<file path="config.mk">
export PLATFORM = sky130hd
export DESIGN_NAME = snes_frame_sync_ctrl
export DESIGN_NICKNAME = d
export VERILOG_FILES = /design/src/rtl/snes_video_pkg.sv /design/src/rtl/toggle_sync.sv /design/src/rtl/snes_frame_sync_ctrl.sv
export SDC_FILE = /design/constraint.sdc
export NUM_CORES = 1
export LEC_CHECK = 0
export ABC_AREA = 1
export CAP_MARGIN = 10
export CORE_MARGIN = 2
export CORE_UTILIZATION = 43
export DETAILED_ROUTE_END_ITERATION = 16
export PLACE_DENSITY = 0.79
export SLEW_MARGIN = 20
export SYNTH_ARGS = -nofsm -noshare
export SYNTH_HDL_FRONTEND = slang
export SYNTH_SLANG_ARGS = --single-unit
</file>
<file path="constraint.sdc">
create_clock -name clk -period 2.3 [get_ports clk]
set_input_delay 0.23 -clock clk [delete_from_list [all_inputs] [get_ports clk]]
set_output_delay 0.23 -clock clk [all_outputs]
set_load 0.005 [all_outputs]
</file>
<file path="src/rtl/snes_video_pkg.sv">
// Shared SNES video timing types and constants.
// Used by the frame sync controller and related video blocks.
package snes_video_pkg;

    typedef enum logic [1:0] {
        RUN,
        PAUSE,
        DONE
    } sync_state_t;

    localparam int SNES_ACTIVE_LINES = 224;
    localparam int HDMI_FIRST_LINE   = 24;

endpackage

</file>
<file path="src/rtl/toggle_sync.sv">
// Two-flop synchronizer plus edge detect for a toggle crossing into clk.
// Reset loads the chain with the sampled input so no edge is produced.
module toggle_sync (
    input  logic clk,
    input  logic resetn,
    input  logic tgl,
    output logic pulse
);

    logic ff1;
    logic ff2;
    logic ff3;

    always_ff @(posedge clk) begin
        if (!resetn) begin
            ff1 <= tgl;
            ff2 <= ff1;
            ff3 <= ff1;
        end else begin
            ff1 <= tgl;
            ff2 <= ff1;
            ff3 <= ff2;
        end
    end

    assign pulse = ff2 ^ ff3;

endmodule

</file>
<file path="src/rtl/snes_frame_sync_ctrl.sv">
// Halts the SNES on a chosen line until the HDMI frame start arrives.
// Optional stats under FRAME_SYNC_STATS_EN (pause length, timeout count).
module snes_frame_sync_ctrl
    import snes_video_pkg::*;
#(
    parameter int SYNC_LINE   = 2,
    parameter int REARM_LINE  = 200,
    parameter int TIMEOUT     = 400000,
    parameter int TO_W        = 19,
    parameter int LOCK_FRAMES = 4
) (
    input  logic            clk,
    input  logic            resetn,
    input  logic            enable,
    input  logic [7:0]      ys,
    input  logic            snes_refresh,
    input  logic            hdmi_frame_tgl,
    output logic            pause,
    output logic            sync_done,
    output logic            locked,
    output logic            timeout_pulse,
    output logic [TO_W-1:0] pause_cycles,
    output logic [7:0]      timeout_count
);

    localparam int LW = $clog2(LOCK_FRAMES + 1);

    localparam logic [7:0]      SYNC_Y  = SYNC_LINE[7:0];
    localparam logic [7:0]      REARM_Y = REARM_LINE[7:0];
    localparam logic [TO_W-1:0] TO_VAL  = TO_W'(TIMEOUT);
    localparam logic [TO_W-1:0] ONE     = TO_W'(1);
    localparam logic [LW-1:0]   LOCK_N  = LW'(LOCK_FRAMES);
    localparam logic [LW-1:0]   LOCK_N1 = LW'(LOCK_FRAMES - 1);

    if (SYNC_LINE == REARM_LINE) begin : g_bad_lines
        $error("SYNC_LINE must differ from REARM_LINE");
    end
    if ((TIMEOUT % 2) != 0) begin : g_bad_timeout
        $error("TIMEOUT must be even");
    end
    if (TIMEOUT >= (2 ** TO_W)) begin : g_bad_width
        $error("TO_W too narrow for TIMEOUT");
    end

    sync_state_t     state;
    logic [TO_W-1:0] cnt;
    logic            pend;
    logic [LW-1:0]   lock_cnt;
    logic            hdmi_edge;

    logic in_pause;
    logic ev;
    logic got_frame;
    logic stop_exit;
    logic sync_exit;
    logic to_exit;

    toggle_sync u_tsync (
        .clk    (clk),
        .resetn (resetn),
        .tgl    (hdmi_frame_tgl),
        .pulse  (hdmi_edge)
    );

    // Exits only on even counts keep the PPU SDRAM slot phase intact.
    assign in_pause  = (state == PAUSE);
    assign ev        = in_pause & ~cnt[0];
    assign got_frame = pend | hdmi_edge;
    assign stop_exit = ev & ~enable;
    assign sync_exit = ev & enable & got_frame;
    assign to_exit   = in_pause & enable & ~got_frame & (cnt == TO_VAL);

    always_ff @(posedge clk) begin
        if (!resetn) begin
            state         <= RUN;
            cnt           <= '0;
            pend          <= 1'b0;
            pause         <= 1'b0;
            sync_done     <= 1'b0;
            locked        <= 1'b0;
            lock_cnt      <= '0;
            timeout_pulse <= 1'b0;
        end else begin
            timeout_pulse <= 1'b0;
            unique case (state)
                RUN: begin
                    if (enable && ys == SYNC_Y && snes_refresh) begin
                        state <= PAUSE;
                        cnt   <= ONE;
                        pend  <= 1'b0;
                        pause <= 1'b1;
                    end
                end
                PAUSE: begin
                    cnt <= cnt + ONE;
                    if (hdmi_edge)
                        pend <= 1'b1;
                    unique case (1'b1)
                        stop_exit: begin
                            state <= RUN;
                            pause <= 1'b0;
                        end
                        sync_exit: begin
                            state     <= DONE;
                            pause     <= 1'b0;
                            sync_done <= 1'b1;
                            locked    <= (lock_cnt >= LOCK_N1);
                            if (lock_cnt != LOCK_N)
                                lock_cnt <= lock_cnt + LW'(1);
                        end
                        to_exit: begin
                            state         <= DONE;
                            pause         <= 1'b0;
                            sync_done     <= 1'b1;
                            timeout_pulse <= 1'b1;
                            locked        <= 1'b0;
                            lock_cnt      <= '0;
                        end
                        default: ;
                    endcase
                end
                DONE: begin
                    if (ys == REARM_Y) begin
                        state     <= RUN;
                        sync_done <= 1'b0;
                        pend      <= 1'b0;
                    end
                end
                default: state <= RUN;
            endcase
            if (!enable) begin
                locked   <= 1'b0;
                lock_cnt <= '0;
            end
        end
    end

`ifdef FRAME_SYNC_STATS_EN
    always_ff @(posedge clk) begin
        if (!resetn) begin
            pause_cycles  <= '0;
            timeout_count <= '0;
        end else begin
            if (stop_exit | sync_exit | to_exit)
                pause_cycles <= cnt;
            if (to_exit && timeout_count != 8'hFF)
                timeout_count <= timeout_count + 8'd1;
        end
    end
`else
    assign pause_cycles  = '0;
    assign timeout_count = '0;
`endif

endmodule

</file>
==> results.py <==
metrics = {
    "clocking": {
        "insertion_delay_ns": 0.29,
        "clk_pin_slew_ns": 0.06,
        "post_cts_resized": 0,
        "htreeDepth": 2,
        "cts.sinks": 32,
        "cts_tree": "built",
        "ctsHoldBuffers": 0,
        "clock_path_buffers": 2,
        "cts-root-buf": "clkbuf_8",
        "cts_buffers": 5,
        "post-cts-setup-buffer-count": 0,
    },
    "timing": {
        "rsz0062_at_grt": "false",
        "slew_violations": 0,
        "layout_min_cycle_time_ns": 1.66,
        "min_period_over_period": 0.722,
        "finalHoldViolCount": 0,
        "fin_skew_ns": 0.00886,
        "setup_viol": 0,
        "max_freq_ghz": 0.602,
        "fin_tns_setup_ns": 0,
    },
    "layout": {
        "nNetsFinal": 351,
        "syn_to_final_growth_pct": 8.47,
        "drive_gt1_frac": 0.0871,
        "n_fill_cell": 479,
        "seqCellArea_um2": 641,
        "layout_commonest_cell": "nand2_1",
        "n_antenna_cell": 0,
        "multi_input_area_um2": 1130,
        "final_cell_mix": "nand2_1 (74), inv_1 (38), dfxtp_1 (32), nor2_1 (30), conb_1 (27)",
        "final_util": 0.482,
        "stdcell_count": 387,
    },
    "outcome": {
        "outcome": "completed",
    },
    "logic_synthesis": {
        "synth-seq-area-share": 0.308,
        "synthCells": 314,
        "async_flop_share": 0,
        "ys_seq_elements": 32,
        "synth_edf_count": 0,
        "syn_avg_cell_area_um2": 6.63,
        "yosys_most_used_dff": "dfxtp_1",
        "ys_types": 31,
        "syn_area_um2": 2080,
        "yosysWarnings": 0,
    },
    "worst_setup_path": {
        "required_ns": 2.47,
        "worstPathMaxFanout": 13,
        "reg2reg_depth": 5,
        "r2r_setup_slack_ns": 0.77,
        "r2r-start": "state[1]",
        "cpMaxStageDelayCell": "clkdlybuf4s50_1",
        "critPathLaunchType": "input pin",
        "r2r_end": "cnt[5]",
        "cp_slowest_stage_delay_ns": 0.62,
        "critPathKind": "in2reg",
        "cp_num_buf_inv": 2,
        "critical_path.endpoint_type": "flip-flop",
        "path_cells": "clkdlybuf4s50_1 > inv_2 > nor3_2 > nand4_2 > nand2_1 > nor3b_1",
        "arrival_ns": 1.83,
        "crit_cells": 6,
        "crit_end": "cnt[5]",
        "cp_top_family": "simple AND/OR/NAND/NOR gates",
        "crit_start": "enable",
    },
    "drt": {
        "wl_per_cell_um": 10.5,
        "first_iter_violations": 70,
        "viasPerCell": 4.81,
        "via_count": 1861,
        "ant_nets": 0,
        "routed_wirelength_um": 4070,
        "drc_errors": 0,
        "drt-pass1-iter-count": 4,
    },
    "floorplanning": {
        "die_w_um": 73.6,
        "coreArea_um2": 4690,
        "start_util": 0.444,
        "boundaryPins": 44,
        "die_y_um": 73.6,
        "dieArea_um2": 5420,
        "rows": 25,
    },
    "global_route": {
        "grt_max_degree": 19,
        "antenna_found_initial": 0,
        "gr-total-overflow": 0,
        "grt_pass1_vias": 1688,
        "grt_pass1_wl_um": 7190,
        "grt_use_total": 0.170,
    },
    "power": {
        "ir_worst_vdd_v": 0.000338,
        "power_leakage_nw": 0.980,
        "powerDensity_nw_per_um2": 457,
    },
    "place": {
        "gp_congestion": 0.876,
        "dp_hpwl_um": 3100,
        "port_buffers": 16,
        "dp_cells": 380,
    },
    "min_path": {
        "min_path_cells": 0,
        "hold_class": "reg2reg",
    },
    "flow_run": {
        "cap_violations": 0,
    },
}
## worst register-to-register path: stages (launching register included)
cell,delay [ns]
dfxtp_1,0.37
inv_2,0.05
nand2_2,0.26
nand4_2,0.37
nand2_1,0.27
nor3b_1,0.09
## cell type report
class,instances,area share
clock inverter,1,0.00221
multi-input combinational,232,0.502
sequential,32,0.283
tap,54,0.0299
timing repair buffer,17,0.0742
clock buffer,6,0.0321
inverter,45,0.0759
## through the flow
stage          power (mW)  hold slack, ns  cell area, um^2  setup WS, ns
2_1_floorplan       0.641           0.258             2180         0.965
3_3_place_gp        0.637           0.348             2180         0.379
3_5_place_dp        0.638           0.347             2180         0.326
4_1_cts              1.04           0.357             2260         0.624
5_1_grt              1.08           0.367             2260         0.494
6_report             1.03           0.355             2260         0.640
## routing by layer
metal,global-route usage,part of all wire
met1,0.209,0.46
met2,0.281,0.47
met3,0.0480,0.055
met4,0.0646,0.013
met5,0,0
## synthesized netlist by cell type (all sizes together), types with 2 or more instances
master,n,share of area
nor3,13,0.039
buf,31,0.11
o21ai,13,0.031
nand3,22,0.058
a21oi,14,0.034
nand4,11,0.036
inv,45,0.082
o211ai,4,0.014
nand3b,2,0.0072
nor2,37,0.077
ha,5,0.030
nand2,76,0.14
nor3b,5,0.020
dfxtp,32,0.31
## sequential cells by signal, indices dropped and copies added, names as in the netlist
signal	count
cnt	19
lock_cnt	3
state	2
locked	1
pause	1
pend	1
sync_done	1
timeout_pulse	1
u_tsync.ff1	1
u_tsync.ff2	1
u_tsync.ff3	1
## kinds of logic (layout without fill, tap and decap cells)
group | Yosys count | after routing | share of synthesized area
and+or+nand+nor | 168 | 168 | 0.383
buffers and inverters | 76 | 69 | 0.195
AOI/OAI and AO/OA | 32 | 32 | 0.0829
DFF | 32 | 32 | 0.308
adders and majority gates | 5 | 5 | 0.0300
other | 1 | 27 | 0.00180
## worst min path at each step
| stage | endpoint | slack [ns] | startpoint |
|---|---|---|---|
| 6_report | u_tsync.ff2 | 0.36 | u_tsync.ff1 |
| 5_1_grt | u_tsync.ff2 | 0.37 | u_tsync.ff1 |
| 4_1_cts | u_tsync.ff2 | 0.36 | u_tsync.ff1 |
| 3_5_place_dp | u_tsync.ff2 | 0.35 | u_tsync.ff1 |
| 3_3_place_gp | u_tsync.ff2 | 0.35 | u_tsync.ff1 |
| 2_1_floorplan | u_tsync.ff1 | 0.26 | hdmi_frame_tgl |
## power breakdown
| part | internal, mW | total [mW] | switching [mW] |
|---|---|---|---|
| sequential | 0.557 | 0.559 | 0.00160 |
| clock | 0.205 | 0.407 | 0.201 |
| combinational | 0.0278 | 0.0676 | 0.0398 |
| total | 0.791 | 1.03 | 0.243 |
Power figures use the tool's default switching activity.
